<file path="config.mk">
export PLATFORM = sky130hd
export DESIGN_NAME = stopwatch_ctrl_flat
export DESIGN_NICKNAME = d
export VERILOG_FILES = /design/src/rtl/stopwatch_pkg.sv /design/src/rtl/stopwatch_if.sv /design/src/rtl/stopwatch_ctrl_bcd_digit_cnt.sv /design/src/rtl/stopwatch_ctrl.sv /design/src/flat_wrapper.sv
export SDC_FILE = /design/constraint.sdc
export NUM_CORES = 1
export LEC_CHECK = 0
export ABC_AREA = 1
export BUFFER_PORTS_ARGS = -buffer_cell sky130_fd_sc_hd__buf_2
export CORE_MARGIN = 4
export CORE_UTILIZATION = 58
export DETAILED_ROUTE_END_ITERATION = 7
export GPL_TIMING_DRIVEN = 0
export PLACE_DENSITY = 0.78
export SLEW_MARGIN = 5
export SYNTH_ARGS = -nofsm -noshare
export SYNTH_HDL_FRONTEND = slang
export SYNTH_HIERARCHICAL = 1
export SYNTH_SLANG_ARGS = --single-unit
</file>
<file path="constraint.sdc">
create_clock -name clk -period 5.07 [get_ports clk]
set_clock_uncertainty 0.05 [all_clocks]
set_input_delay 1.014 -clock clk [delete_from_list [all_inputs] [get_ports clk]]
set_output_delay 1.014 -clock clk [all_outputs]
set_load 0.1 [all_outputs]
</file>
<file path="src/rtl/stopwatch_pkg.sv">
// Shared types and constants for the stopwatch controller: state encoding,
// command priority decode, BCD digit limits and display field widths.
package stopwatch_pkg;

   typedef enum logic [2:0] {
      ST_IDLE  = 3'd0,
      ST_RUN   = 3'd1,
      ST_LAP   = 3'd2,
      ST_PAUSE = 3'd3,
      ST_FULL  = 3'd4
   } sw_state_t;

   typedef enum logic [1:0] {
      CMD_NONE      = 2'd0,
      CMD_CLEAR     = 2'd1,
      CMD_STARTSTOP = 2'd2,
      CMD_LAP       = 2'd3
   } sw_cmd_t;

   localparam int DIGIT_W = 4;
   localparam int MIN_W   = 8;
   localparam int SEC_W   = 8;
   localparam int MS_W    = 12;

   localparam logic [DIGIT_W-1:0] DEC_MAX      = 4'd9;
   localparam logic [DIGIT_W-1:0] TENS_SEC_MAX = 4'd5;

   typedef struct packed {
      logic [MIN_W-1:0] min;
      logic [SEC_W-1:0] sec;
      logic [MS_W-1:0]  ms;
   } sw_time_t;

   // Only one command acts per cycle: clear beats startstop beats lap.
   function automatic sw_cmd_t pick_cmd(input logic clear, input logic startstop, input logic lap);
      sw_cmd_t c;
      if (clear) begin
         c = CMD_CLEAR;
      end else if (startstop) begin
         c = CMD_STARTSTOP;
      end else if (lap) begin
         c = CMD_LAP;
      end else begin
         c = CMD_NONE;
      end
      return c;
   endfunction

   // Binary 0..99 to two packed BCD digits (used for the minute limit).
   function automatic logic [7:0] to_bcd2(input int unsigned v);
      logic [3:0] tens;
      logic [3:0] ones;
      tens = 4'((v / 32'd10) % 32'd10);
      ones = 4'(v % 32'd10);
      return {tens, ones};
   endfunction

endpackage

</file>
<file path="src/rtl/stopwatch_if.sv">
// Command/tick inputs and display/status outputs of the stopwatch controller.
// master drives commands and ticks; slave is the controller itself.
interface stopwatch_if;
   import stopwatch_pkg::*;

   logic             cmd_startstop;
   logic             cmd_lap;
   logic             cmd_clear;
   logic             ms_tick;
   logic             run_en;
   logic [MIN_W-1:0] disp_min;
   logic [SEC_W-1:0] disp_sec;
   logic [MS_W-1:0]  disp_ms;
   logic             lap_active;
   logic             full;

   modport master (
      output cmd_startstop, cmd_lap, cmd_clear, ms_tick,
      input  run_en, disp_min, disp_sec, disp_ms, lap_active, full
   );

   modport slave (
      input  cmd_startstop, cmd_lap, cmd_clear, ms_tick,
      output run_en, disp_min, disp_sec, disp_ms, lap_active, full
   );

endinterface

</file>
<file path="src/rtl/stopwatch_ctrl_bcd_digit_cnt.sv">
// One BCD digit of the time counter. Wraps to zero after MAX_VAL and reports
// the wrap as carry_out in the same cycle so the whole chain ripples at once.
module bcd_digit_cnt
   import stopwatch_pkg::*;
#(
   parameter logic [DIGIT_W-1:0] MAX_VAL = DEC_MAX
) (
   input  logic               clk,
   input  logic               rst,
   input  logic               clear,
   input  logic               carry_in,
   output logic [DIGIT_W-1:0] value,
   output logic               carry_out
);

   logic at_max;

   assign at_max    = (value == MAX_VAL);
   assign carry_out = carry_in & at_max;

   // Digit register: clear wins over increment, wrap to zero past MAX_VAL.
   always_ff @(posedge clk or posedge rst) begin
      if (rst) begin
         value <= 4'd0;
      end else if (clear) begin
         value <= 4'd0;
      end else if (carry_in) begin
         value <= at_max ? 4'd0 : value + 4'd1;
      end
   end

endmodule

</file>
<file path="src/rtl/stopwatch_ctrl.sv">
// Stopwatch controller: run/pause/lap/clear FSM over a seven-digit BCD
// mm:ss.mmm counter that saturates at MIN_MAX:59.999.
module stopwatch_ctrl
   import stopwatch_pkg::*;
#(
   parameter int MIN_MAX = 99
) (
   input  logic        clk,
   input  logic        rst,
   stopwatch_if.slave  bus
);

   localparam logic [MIN_W-1:0] MIN_MAX_BCD = to_bcd2(MIN_MAX);

   sw_state_t state;
   sw_state_t state_nxt;
   sw_cmd_t   cmd;
   sw_time_t  live;
   sw_time_t  lap_time;

   logic [DIGIT_W-1:0] ms0, ms1, ms2, s0, s1, m0, m1;
   logic ms1_inc, ms2_inc, s0_inc, s1_inc, m0_inc, m1_inc, m1_carry;
   logic counting, at_limit, cnt_inc, saturate, cnt_clear, lap_load;

   assign cmd      = pick_cmd(bus.cmd_clear, bus.cmd_startstop, bus.cmd_lap);
   assign live     = {m1, m0, s1, s0, ms2, ms1, ms0};
   assign at_limit = (live.min == MIN_MAX_BCD) && (live.sec == 8'h59) && (live.ms == 12'h999);
   assign counting = bus.ms_tick && ((state == ST_RUN) || (state == ST_LAP));
   assign cnt_inc  = counting && !at_limit;
   // A minute wrap cannot happen below the limit; treated as saturation as a guard.
   assign saturate = counting && (at_limit || m1_carry);

   bcd_digit_cnt #(.MAX_VAL(DEC_MAX)) u_ms0 (
      .clk(clk), .rst(rst), .clear(cnt_clear), .carry_in(cnt_inc), .value(ms0), .carry_out(ms1_inc));
   bcd_digit_cnt #(.MAX_VAL(DEC_MAX)) u_ms1 (
      .clk(clk), .rst(rst), .clear(cnt_clear), .carry_in(ms1_inc), .value(ms1), .carry_out(ms2_inc));
   bcd_digit_cnt #(.MAX_VAL(DEC_MAX)) u_ms2 (
      .clk(clk), .rst(rst), .clear(cnt_clear), .carry_in(ms2_inc), .value(ms2), .carry_out(s0_inc));
   bcd_digit_cnt #(.MAX_VAL(DEC_MAX)) u_s0 (
      .clk(clk), .rst(rst), .clear(cnt_clear), .carry_in(s0_inc), .value(s0), .carry_out(s1_inc));
   bcd_digit_cnt #(.MAX_VAL(TENS_SEC_MAX)) u_s1 (
      .clk(clk), .rst(rst), .clear(cnt_clear), .carry_in(s1_inc), .value(s1), .carry_out(m0_inc));
   bcd_digit_cnt #(.MAX_VAL(DEC_MAX)) u_m0 (
      .clk(clk), .rst(rst), .clear(cnt_clear), .carry_in(m0_inc), .value(m0), .carry_out(m1_inc));
   bcd_digit_cnt #(.MAX_VAL(DEC_MAX)) u_m1 (
      .clk(clk), .rst(rst), .clear(cnt_clear), .carry_in(m1_inc), .value(m1), .carry_out(m1_carry));

   // State register.
   always_ff @(posedge clk or posedge rst) begin
      if (rst) begin
         state <= ST_IDLE;
      end else begin
         state <= state_nxt;
      end
   end

   // Next-state decode plus counter clear and lap capture strobes.
   always_comb begin
      state_nxt = state;
      cnt_clear = 1'b0;
      lap_load  = 1'b0;
      case (state)
         ST_IDLE: begin
            if (cmd == CMD_STARTSTOP) begin
               state_nxt = ST_RUN;
            end else begin
               state_nxt = ST_IDLE;
            end
         end
         ST_RUN: begin
            if (saturate) begin
               state_nxt = ST_FULL;
            end else if (cmd == CMD_STARTSTOP) begin
               state_nxt = ST_PAUSE;
            end else if (cmd == CMD_LAP) begin
               state_nxt = ST_LAP;
               lap_load  = 1'b1;
            end else begin
               state_nxt = ST_RUN;
            end
         end
         ST_LAP: begin
            if (saturate) begin
               state_nxt = ST_FULL;
            end else if (cmd == CMD_STARTSTOP) begin
               state_nxt = ST_PAUSE;
            end else if (cmd == CMD_LAP) begin
               state_nxt = ST_RUN;
            end else begin
               state_nxt = ST_LAP;
            end
         end
         ST_PAUSE: begin
            if (cmd == CMD_CLEAR) begin
               state_nxt = ST_IDLE;
               cnt_clear = 1'b1;
            end else if (cmd == CMD_STARTSTOP) begin
               state_nxt = ST_RUN;
            end else begin
               state_nxt = ST_PAUSE;
            end
         end
         ST_FULL: begin
            if (cmd == CMD_CLEAR) begin
               state_nxt = ST_IDLE;
               cnt_clear = 1'b1;
            end else begin
               state_nxt = ST_FULL;
            end
         end
         default: begin
            state_nxt = ST_IDLE;
            cnt_clear = 1'b1;
         end
      endcase
   end

   // Lap capture: snapshot of the live count taken on the edge entering LAP.
   always_ff @(posedge clk or posedge rst) begin
      if (rst) begin
         lap_time <= 28'h0000000;
      end else if (cnt_clear) begin
         lap_time <= 28'h0000000;
      end else if (lap_load) begin
         lap_time <= live;
      end
   end

   // Registered outputs: status flags track the state register, display lags the counter by one cycle.
   always_ff @(posedge clk or posedge rst) begin
      if (rst) begin
         bus.run_en     <= 1'b0;
         bus.lap_active <= 1'b0;
         bus.full       <= 1'b0;
         bus.disp_min   <= 8'h00;
         bus.disp_sec   <= 8'h00;
         bus.disp_ms    <= 12'h000;
      end else begin
         bus.run_en     <= (state_nxt == ST_RUN) || (state_nxt == ST_LAP);
         bus.lap_active <= (state_nxt == ST_LAP);
         bus.full       <= (state_nxt == ST_FULL);
         if (state == ST_LAP) begin
            bus.disp_min <= lap_time.min;
            bus.disp_sec <= lap_time.sec;
            bus.disp_ms  <= lap_time.ms;
         end else begin
            bus.disp_min <= live.min;
            bus.disp_sec <= live.sec;
            bus.disp_ms  <= live.ms;
         end
      end
   end

endmodule

</file>
<file path="src/flat_wrapper.sv">
// flat-port wrapper written by rule: the top's interface ports become plain ports
module stopwatch_ctrl_flat import stopwatch_pkg::*;
#(
   parameter int MIN_MAX = 99
)
  (clk, rst, bus_cmd_startstop, bus_cmd_lap, bus_cmd_clear, bus_ms_tick, bus_run_en, bus_disp_min, bus_disp_sec, bus_disp_ms, bus_lap_active, bus_full);
  stopwatch_if bus_i ();
  input  logic clk;
  input  logic rst;
  input wire logic [$bits(bus_i.cmd_startstop)-1:0] bus_cmd_startstop;
  input wire logic [$bits(bus_i.cmd_lap)-1:0] bus_cmd_lap;
  input wire logic [$bits(bus_i.cmd_clear)-1:0] bus_cmd_clear;
  input wire logic [$bits(bus_i.ms_tick)-1:0] bus_ms_tick;
  output wire logic [$bits(bus_i.run_en)-1:0] bus_run_en;
  output wire logic [$bits(bus_i.disp_min)-1:0] bus_disp_min;
  output wire logic [$bits(bus_i.disp_sec)-1:0] bus_disp_sec;
  output wire logic [$bits(bus_i.disp_ms)-1:0] bus_disp_ms;
  output wire logic [$bits(bus_i.lap_active)-1:0] bus_lap_active;
  output wire logic [$bits(bus_i.full)-1:0] bus_full;
  assign bus_i.cmd_startstop = bus_cmd_startstop;
  assign bus_i.cmd_lap = bus_cmd_lap;
  assign bus_i.cmd_clear = bus_cmd_clear;
  assign bus_i.ms_tick = bus_ms_tick;
  assign bus_run_en = bus_i.run_en;
  assign bus_disp_min = bus_i.disp_min;
  assign bus_disp_sec = bus_i.disp_sec;
  assign bus_disp_ms = bus_i.disp_ms;
  assign bus_lap_active = bus_i.lap_active;
  assign bus_full = bus_i.full;
  stopwatch_ctrl #(.MIN_MAX(MIN_MAX)) u_core (.clk(clk), .rst(rst), .bus(bus_i));
endmodule
</file>
==> results of run 1 <==
[area by class of cell]
class | count | area (um2) | area share
Buffer | 12 | 77.6 | 0.0153
Tap cell | 102 | 128 | 0.0252
Clock buffer | 12 | 155 | 0.0307
Clock inverter | 3 | 15.0 | 0.00297
Multi-Input combinational cell | 342 | 1790 | 0.354
Inverter | 116 | 435 | 0.0861
Sequential cell | 90 | 2250 | 0.446
Timing Repair Buffer | 37 | 200 | 0.0396
[worst max-delay path: cells and delay by family, from the launching register on]
kind,cells,cell delay [ns]
AND/OR/NAND/NOR,16,2.06
buffers and inverters,10,0.93
AO/OA/AOI/OAI,2,0.28
flip-flops,1,0.50
[cells by family (layout without fill, tap and decap cells)]
kind of cell | after synthesis | count (layout) | synth area share
buffers and inverters | 128 | 180 | 0.113
adder cells (fa/ha/maj) | 18 | 18 | 0.0494
AND/OR/NAND/NOR | 243 | 243 | 0.249
AO/OA/AOI/OAI | 81 | 81 | 0.0945
flip-flops | 90 | 90 | 0.494
[power by group through the flow]
| stage | Sequential [uW] | Clock [uW] | Combinational, uW |
|---|---|---|---|
| final | 831 | 431 | 537 |
| after global routing | 838 | 471 | 583 |
| after CTS | 831 | 444 | 535 |
| after detailed placement | 846 | 0 | 533 |
| after global placement | 841 | 0 | 520 |
| after floorplan | 992 | 0 | 257 |
[worst paths after layout]
kind / endpoint / slack, ns / depth (start not counted)
min in group asynchronous: u_core/u_s0/value[1]$_DFFE_PP0P_ / 0.61 / 2
setup reg to reg: u_core/lap_time[0]$_DFFE_PP0P_ / 1.12 / 28
max in group asynchronous: u_core/lap_time[20]$_DFFE_PP0P_ / 3.61 / 3
hold / removal: u_core/lap_time[27]$_DFFE_PP0P_ / 0.47 / 2
hold reg to reg: u_core/lap_time[27]$_DFFE_PP0P_ / 0.47 / 2
setup / recovery: u_core/lap_time[0]$_DFFE_PP0P_ / 1.12 / 28
[cells in the mapped netlist]
master / n
nand2_1: 120
inv_1: 102
dfrtp_1: 90
nand3_1: 48
o21ai_1: 32
nor2_1: 30
o21ai_0: 30
ha_1: 18
inv_2: 14
o22ai_1: 14
nand2_2: 13
nor2_2: 12
nand4_1: 8
nand3_2: 7
buf_6: 4
clkbuf_1: 4
a21oi_1: 2
buf_1: 2
buf_2: 2
nand2_4: 2
a31oi_1: 1
nand3_4: 1
nor3_2: 1
o21a_2: 1
o21bai_1: 1
or2_2: 1
[registers in the layout (all words and copies together), names as in the netlist]
register,cells
u_core/u_ms1/value,4
u_core/bus.full,1
u_core/bus.disp_min,8
u_core/state,3
u_core/u_ms2/value,4
u_core/u_s0/value,4
u_core/u_m0/value,4
u_core/u_s1/value,4
u_core/u_m1/value,4
u_core/bus.disp_sec,8
u_core/u_ms0/value,4
u_core/bus.disp_ms,12
u_core/bus.lap_active,1
u_core/bus.run_en,1
u_core/lap_time,28
[through the flow]
step,util,total power (uW),setup slack [ns],cells
2_1_floorplan,-,1250,1.60,560
3_3_place_gp,0.633,1360,0.940,698
3_5_place_dp,0.635,1380,0.866,699
4_1_cts,0.658,1810,1.16,714
5_1_grt,0.658,1890,0.767,714
6_report,0.658,1800,1.12,714
[metal layers]
| layer | part of all wire | wire length, um | vias to the layer above |
|---|---|---|---|
| li1 | - | - | 1840 |
| met1 | 0.44 | 4370 | 1786 |
| met2 | 0.48 | 4750 | 150 |
| met3 | 0.067 | 670 | 17 |
| met4 | 0.017 | 167 | 0 |
| met5 | 0 | 0 | - |
==> flow_metrics.tcl, run 1 <==
set metrics [dict create \
    rows 32 \
    core_um2 7690 \
    synth_top_area_cell "dfrtp_1" \
    placed_area_um2 4880 \
    seqPwrFrac 0.462 \
    antenna_cells 0 \
    synth_area_leaders "dfrtp_1 49%, nand2_1 9.9%, inv_1 8.4%, nand3_1 5.3%, ha_1 4.9%" \
    finalCriticalPeriod_ns 3.95 \
    ctsHtreeMaxLevel 3 \
    met1_usage 0.309 \
    cp-start-kind "flop" \
    grt_busiest_layer "met2" \
    root_buffer "clkbuf_8" \
    grt_pass1_wl_um 16900 \
    min_path_type "reg -> reg" \
    drt_iter0_markers 279 \
    grt_overflow 0 \
    internal_power_uw 1100 \
    yosysTopAreaCellShare 0.494 \
    syn_inst 560 \
    num_io_pins 37 \
    hold_ws_ns 0.472 \
    synth.distinct_cells 26 \
    post-route-drc-count 0 \
    yosysWarnings 6 \
    rsz0062_at_grt "false" \
    drive_gt1_frac 0.180 \
    postCtsResizedCells 0 \
    final_cell_mix "120 x nand2_1, 101 x inv_1, 90 x dfrtp_1, 48 x nand3_1, 38 x buf_2" \
    critPathArrivalTime_ns 4.12 \
    wirelength_um 9960 \
    hold_path.startpoint "u_core/lap_time[27]$_DFFE_PP0P_" \
    layout.nets 632 \
    syn_nets 584 \
    gp_congestion 0.869 \
    yosysSeqAreaShare 0.494 \
    numClockSinks 90 \
    ant_nets 0 \
    detailed_place_hpwl_um 7050 \
    antenna_found_initial 0 \
    numCtsBuffers 9 \
    yosys_register_bits 90 \
    crit_start "u_core/u_s0/value[2]$_DFFE_PP0P_" \
    grt_max_degree 39 \
    hold_buffers 0 \
    timing.rr.start "u_core/u_s0/value[2]$_DFFE_PP0P_" \
    status "completed" \
    swShare 0.390 \
    setup_viol 0 \
    comb_power_share 0.299 \
    power_density_nw_per_um2 356 \
    syn_area_per_cell_um2 8.14 \
    hold_violations 0 \
    cellLeakagePower_uw 0.00263 \
    cts_tree "done" \
    slowest_delay_ns 0.50 \
    critPathMaxFanout 10 \
    fin_crit_sh 0.780 \
    die_x_um 96.6 \
    slowest_stage "dfrtp_1" \
    clock_latency_ns 0.34 \
    finalMaxSlewViolations 0 \
    wl_per_cell_um 14.0 \
    grt_pass1_vias 3587 \
    critPathCaptureType "flop" \
    syn_to_final_growth_pct 10.9 \
    path_class "reg -> reg" \
    crit_required_ns 5.24 \
    vias 3793 \
    cap_violations 0 \
    clk_pin_slew_ns 0.08 \
    finalSetupTns_ns 0 \
    p_switching_uw 702 \
    cts.path.max_buffers 2 \
    p_clk_frac 0.239 \
    dieArea_um2 9340 \
    cp_common_cell "nor2_1" \
    dieHeight_um 96.6 \
    drt-pass1-iter-count 5 \
    initial_utilization 0.593 \
    port_buffers 36 \
    slew_headroom 0.567 \
    ir_worst_vdd_mv 0.247 \
    grt_use_met2 0.344 \
    syn_area_um2 4560 \
    cts_post_setup_buffers_inserted 0 \
    timing.fmax_ghz 0.253 \
    worstMarginPinSlew_ns 0.649 \
    grt_usage 0.220 \
    design_area_um2 5050 \
    layout_commonest_cell "nand2_1" \
    via_per_inst 5.31 \
    met3_usage 0.0375 \
    nFillCells 665 \
]
Power figures use the tool's default switching activity.
==> inputs of run 2 (changes only) <==
--- a/config.mk
+++ b/config.mk
@@ -5,7 +5,7 @@
 export SDC_FILE = /design/constraint.sdc
 export NUM_CORES = 1
 export LEC_CHECK = 0
-export ABC_AREA = 1
+export ABC_AREA = 0
 export BUFFER_PORTS_ARGS = -buffer_cell sky130_fd_sc_hd__buf_2
 export CORE_MARGIN = 4
 export CORE_UTILIZATION = 58
==> constraint.sdc (replaced) <==
create_clock -name clk -period 4 [get_ports clk]
set_clock_uncertainty 0.05 [all_clocks]
set_input_delay 0.8 -clock clk [delete_from_list [all_inputs] [get_ports clk]]
set_output_delay 0.8 -clock clk [all_outputs]
set_load 0.1 [all_outputs]
==> flow_metrics.tcl, run 2 <==
set metrics [dict create \
    rsz0062_at_grt "false" \
    die_x_um 96.9 \
    yosys_register_bits 90 \
    syn_area_per_cell_um2 9.62 \
    final_cell_mix "86 x nand2_1, 79 x dfrtp_1, 52 x inv_1, 38 x buf_2, 34 x o21ai_0" \
    yosys_most_used_dff "dfrtp_1" \
    clock_latency_ns 0.36 \
    status "completed" \
    cts.path.max_buffers 2 \
    cap_violations 0 \
    initial_utilization 0.594 \
    synth_area_leaders "dfrtp_1 49%, nand2_1 7.0%, mux2i_1 6.1%, ha_1 4.9%, inv_1 4.4%" \
    wirelength_um 10500 \
    synth-async-reset-ratio 1.00 \
    yosysWarnings 6 \
    syn_area_um2 4590 \
    r2r_cells 22 \
    largest_reg_flops 28 \
    design_area_um2 5370 \
    ir_worst_vdd_mv 0.223 \
    grt_pass1_wl_um 17500 \
    yosysTopAreaCellShare 0.491 \
    dieArea_um2 9400 \
    post-route-drc-count 0 \
    ant_nets 0 \
    synth_top_family_by_area "simple AND/OR/NAND/NOR gates" \
    critPathMaxFanout 10 \
    synth_edf_count 0 \
    detailed_place_hpwl_um 7270 \
    root_buffer "clkbuf_8" \
    finalCriticalPeriod_ns 3.78 \
    stdcell_count 649 \
    r2r-end "u_core/lap_time[7]$_DFFE_PP0P_" \
    numClockSinks 90 \
    gp_congestion 0.880 \
    via_per_inst 5.73 \
    dieHeight_um 96.9 \
    synth.distinct_cells 49 \
    drt_iter0_markers 240 \
    grt_busiest_layer "met2" \
    dpl.cell_count 616 \
    total_power_uw 2570 \
    drive_gt1_frac 0.216 \
    worstMarginPinSlew_ns 1.01 \
    fin_crit_sh 0.944 \
    yosysSeqAreaShare 0.491 \
    hold_violations 0 \
    rows 32 \
    antenna_cells 0 \
    yosysMostFrequentCell "dfrtp_1" \
    num_io_pins 37 \
    critPathCaptureType "flop" \
    met3_usage 0.0418 \
    core_um2 7730 \
    placed_area_um2 4940 \
    syn_inst 477 \
    synth_mux_area_frac 0.0611 \
    finalSetupTns_ns 0 \
    drt-pass1-iter-count 5 \
    largest_register "u_core/lap_time" \
    path_class "reg -> reg" \
    synth_xor_area_frac 0 \
    timing.rr.start "u_core/u_s0/value[3]$_DFFE_PP0P_" \
    slew_headroom 0.325 \
    power_density_nw_per_um2 479 \
    wl_per_cell_um 16.2 \
    numCtsBuffers 9 \
    cellLeakagePower_uw 0.00260 \
    critPathArrivalTime_ns 4.01 \
    synthAdderAreaFrac 0.0491 \
    layout.nets 566 \
    crit_required_ns 4.23 \
    crit_start "u_core/u_s0/value[3]$_DFFE_PP0P_" \
    synth-simple-area-share 0.191 \
    grt_usage 0.228 \
    grt_max_degree 38 \
    grt_use_met2 0.373 \
    crit_end "u_core/lap_time[7]$_DFFE_PP0P_" \
    min_path_type "in -> async" \
    setup_viol 0 \
    vias 3720 \
    finalMaxSlewViolations 0 \
    clk_pin_slew_ns 0.10 \
    cp-start-kind "flop" \
    yosys-top-cells-count "90 x dfrtp_1, 86 x nand2_1, 54 x inv_1" \
    r2r_slack_ns 0.22 \
    grt_pass1_vias 3648 \
    slowest_delay_ns 0.47 \
    syn_nets 501 \
    cts_tree "done" \
    met1_usage 0.307 \
    ctsHtreeMaxLevel 3 \
    antenna_found_initial 0 \
    worstPathCellList "and4bb_2 > and4_1 > a21oi_4 > inv_1 > nor2_4 > inv_2 > nor2_4 > inv_1 > nor2_4 > inv_1 > nor2_4 > nand2_1 > nor2_4 > inv_1 > nor2_4 > inv_1 > nor2_4 > a21oi_2 > o21ai_2 > buf_6 > buf_8 > mux2i_2" \
    synth_top_area_cell "dfrtp_1" \
    layout_commonest_cell "nand2_1" \
    grt_overflow 0 \
    synth-compound-area-share 0.145 \
    slowest_stage "dfrtp_2" \
    cp_common_cell "nor2_4" \
    timing.fmax_ghz 0.265 \
    syn_to_final_growth_pct 17.0 \
    largestRegisters "u_core/lap_time: 28 flops, u_core/bus.disp_ms: 12 flops" \
    port_buffers 36 \
]
-- run 2: worst max-delay path, delay by kind of cell (launching register included) --
| kind | cells | cell delay [ns] |
|---|---|---|
| flip-flops | 1 | 0.47 |
| buffers and inverters | 8 | 0.93 |
| AND/OR/NAND/NOR | 10 | 1.62 |
| AO/OA/AOI/OAI | 3 | 0.38 |
| multiplexers | 1 | 0.23 |
-- run 2: logic make-up (layout without fill, tap and decap cells) --
group	Yosys count	in the layout
compound gates	108	108
fa+ha+maj	18	18
buf+inv	69	139
flops	90	90
mux	28	28
simple gates	164	164
-- run 2: per-stage QoR --
step,utilization,hold WS (ns),setup slack (ns)
final,0.694,0.341,0.223
after global routing,0.694,0.356,0.00405
after CTS,0.685,0.350,0.00524
after detailed placement,0.639,0.422,-1.00
after global placement,0.637,0.414,-0.849
after floorplan,-,0.400,0.00814
-- run 2: area by class of cell --
cell class	count	area [um2]
buffer	14	92.6
fill	576	2360
multi-input combinational	318	2120
sequential	90	2270
tap	102	128
clock inverter	7	97.6
timing repair buffer	55	335
inverter	54	203
clock buffer	9	124
-- run 2: power breakdown --
| part | switching [uW] | total, uW | leakage, uW | internal [uW] |
|---|---|---|---|---|
| registers | 60.1 | 1050 | 0.00122 | 987 |
| logic | 599 | 846 | 0.00126 | 247 |
| clock network | 368 | 677 | 0.000112 | 309 |
-- run 2: worst min path at each step --
| stage | start | endpoint | slack [ns] |
|---|---|---|---|
| floorplan | u_core/lap_time[20]$_DFFE_PP0P_ | u_core/bus.disp_min[0]$_DFF_PP0_ | 0.40 |
| global placement | u_core/lap_time[10]$_DFFE_PP0P_ | u_core/bus.disp_ms[10]$_DFF_PP0_ | 0.41 |
| detailed placement | u_core/lap_time[17]$_DFFE_PP0P_ | u_core/bus.disp_sec[5]$_DFF_PP0_ | 0.42 |
| CTS | rst | u_core/u_ms2/value[1]$_DFFE_PP0P_ | 0.35 |
| global route | rst | u_core/u_ms2/value[2]$_DFFE_PP0P_ | 0.36 |
| finish | rst | u_core/u_ms2/value[3]$_DFFE_PP0P_ | 0.34 |
-- run 2: timing repair --
item                                   CTS  global route
setup buffers                           10             8
hold buffers                             0             0
gates resized for setup                 18             7
endpoints found under the hold margin    0             0
setup endpoints to repair               36            30
pin swaps                                2             6
-- run 2: metal layers --
metal	up-vias	part of all wire
met3	14	0.045
met4	0	0.015
met2	118	0.49
li1	1746	-
met5	-	0
met1	1842	0.45
==> inputs of run 3 (changes only) <==
--- a/config.mk
+++ b/config.mk
@@ -7,7 +7,6 @@
 export LEC_CHECK = 0
 export ABC_AREA = 0
 export BUFFER_PORTS_ARGS = -buffer_cell sky130_fd_sc_hd__buf_2
-export CORE_MARGIN = 4
 export CORE_UTILIZATION = 58
 export DETAILED_ROUTE_END_ITERATION = 7
 export GPL_TIMING_DRIVEN = 0
==> flow_metrics.tcl, run 3 (synthesis results as in run 2) <==
set metrics [dict create \
    status "finished with violations" \
    violations "design-rule violations" \
    cp-start-kind "flop" \
    final_cell_mix "86 x nand2_1, 77 x dfrtp_1, 53 x inv_1, 38 x buf_2, 34 x o21ai_0" \
    fin_crit_sh 0.939 \
    post-route-drc-count 1 \
    grt_pass1_vias 3551 \
    largest_register "u_core/lap_time" \
    dp_worst_setup_slack_ns -1.01 \
    dieArea_um2 8270 \
    grt_max_degree 33 \
    root_buffer "clkbuf_8" \
    slowest_delay_ns 0.46 \
    numCtsBuffers 9 \
    setup_viol 0 \
    dpl.cell_count 616 \
    drt-pass1-iter-count 7 \
    path_class "reg -> reg" \
    via_per_inst 5.70 \
    critPathCaptureType "flop" \
    finalWorstSetupSlack_ns 0.245 \
    cap_violations 0 \
    largestRegisters "u_core/lap_time: 28 flops, u_core/bus.disp_ms: 12 flops" \
    finalSetupTns_ns 0 \
    finalMaxSlewViolations 0 \
    layout_commonest_cell "nand2_1" \
    drt_iter0_markers 227 \
    vias 3697 \
    cp_common_cell "nor2_4" \
    num_io_pins 37 \
    finalCriticalPeriod_ns 3.75 \
    ir_worst_vdd_mv 0.251 \
    grt_usage 0.260 \
    gp_congestion 0.835 \
    layout.nets 567 \
    wl_per_cell_um 15.4 \
    largest_reg_flops 28 \
    crit_required_ns 4.23 \
    worstPathCellList "and4bb_2 > and4_1 > a21oi_4 > inv_1 > nor2_4 > inv_1 > nor2_4 > inv_1 > nor2_4 > inv_1 > nor2_4 > nand2_1 > nor2_4 > inv_1 > nor2_4 > inv_1 > nor2_4 > a21oi_2 > o21ai_2 > buf_6 > buf_6 > mux2i_1" \
    drive_gt1_frac 0.212 \
    clk_pin_slew_ns 0.09 \
    initial_utilization 0.597 \
    critPathArrivalTime_ns 3.98 \
    detailed_place_hpwl_um 7010 \
    worstMarginPinSlew_ns 1.03 \
    syn_to_final_growth_pct 16.9 \
    ant_nets 0 \
    port_buffers 36 \
    grt_overflow 0 \
    die_x_um 90.9 \
    clock_latency_ns 0.35 \
    core_um2 7690 \
    critPathMaxFanout 10 \
    slowest_stage "dfrtp_2" \
    numClockSinks 90 \
    rows 32 \
    antenna_cells 0 \
    cts_tree "done" \
    power_density_nw_per_um2 479 \
    cellLeakagePower_uw 0.00260 \
    antenna_found_initial 0 \
    cts.path.max_buffers 2 \
    timing.fmax_ghz 0.266 \
    wirelength_um 9980 \
    min_path_type "in -> async" \
    dieHeight_um 90.9 \
    hold_violations 0 \
    ctsHtreeMaxLevel 3 \
    grt_pass1_wl_um 16900 \
    stdcell_count 649 \
    hold_ws_ns 0.359 \
    slew_headroom 0.310 \
]
[run 3: layout make-up]
cell class,count,area (um2)
clock buffer,9,124
multi-input combinational,318,2110
tap,102,128
inverter,54,203
clock inverter,6,95.1
fill,593,2330
timing repair buffer,55,335
buffer,15,92.6
sequential,90,2270
[run 3: worst max-delay path, delay by kind of cell, from the launching register on]
kind | cells | cell delay, ns
AND/OR/NAND/NOR | 10 | 1.59
buffers and inverters | 8 | 0.94
flip-flops | 1 | 0.46
AO/OA/AOI/OAI | 3 | 0.42
multiplexers | 1 | 0.21
[run 3: metrics by stage]
stage / instance area [um2] / power, uW / utilization
2_1_floorplan: 4610 / 1680 / -
3_3_place_gp: 4920 / 1830 / 0.640
3_5_place_dp: 4940 / 1850 / 0.643
4_1_cts: 5280 / 2570 / 0.686
5_1_grt: 5360 / 2690 / 0.697
6_report: 5360 / 2570 / 0.697
[run 3: routing by layer]
metal	GRT usage	wire length, um	vias up
met5	0	0	-
met2	0.416	4780	126
met3	0.0327	450	16
met1	0.365	4600	1808
met4	0.0939	155	0
li1	-	-	1747
[run 3: report_power, final]
part,switching (uW),internal [uW],total [uW]
Clock,336,358,694
Sequential,61.0,987,1050
Combinational,587,239,826
[run 3: worst paths after layout]
check                                                 start                                 to  slack [ns]  depth (start not counted)
min reg2reg                 u_core/lap_time[15]$_DFFE_PP0P_   u_core/bus.disp_sec[3]$_DFF_PP0_        0.44                          2
min                                                     rst  u_core/u_ms2/value[3]$_DFFE_PP0P_        0.36                          2
max reg2reg                u_core/u_s0/value[3]$_DFFE_PP0P_     u_core/lap_time[6]$_DFFE_PP0P_        0.25                         22
max                        u_core/u_s0/value[3]$_DFFE_PP0P_     u_core/lap_time[6]$_DFFE_PP0P_        0.25                         22
max in group asynchronous                               rst    u_core/bus.disp_ms[0]$_DFF_PP0_        2.73                          3
min in group clk            u_core/lap_time[15]$_DFFE_PP0P_   u_core/bus.disp_sec[3]$_DFF_PP0_        0.44                          2
[run 3: what timing repair did]
| item | 4_1_cts | 5_1_grt |
|---|---|---|
| pin swaps | 3 | 4 |
| resized for setup | 17 | 6 |
| endpoints found under the setup margin | 38 | 30 |
| hold buffers | 0 | 0 |
| buffers inserted | 8 | 10 |
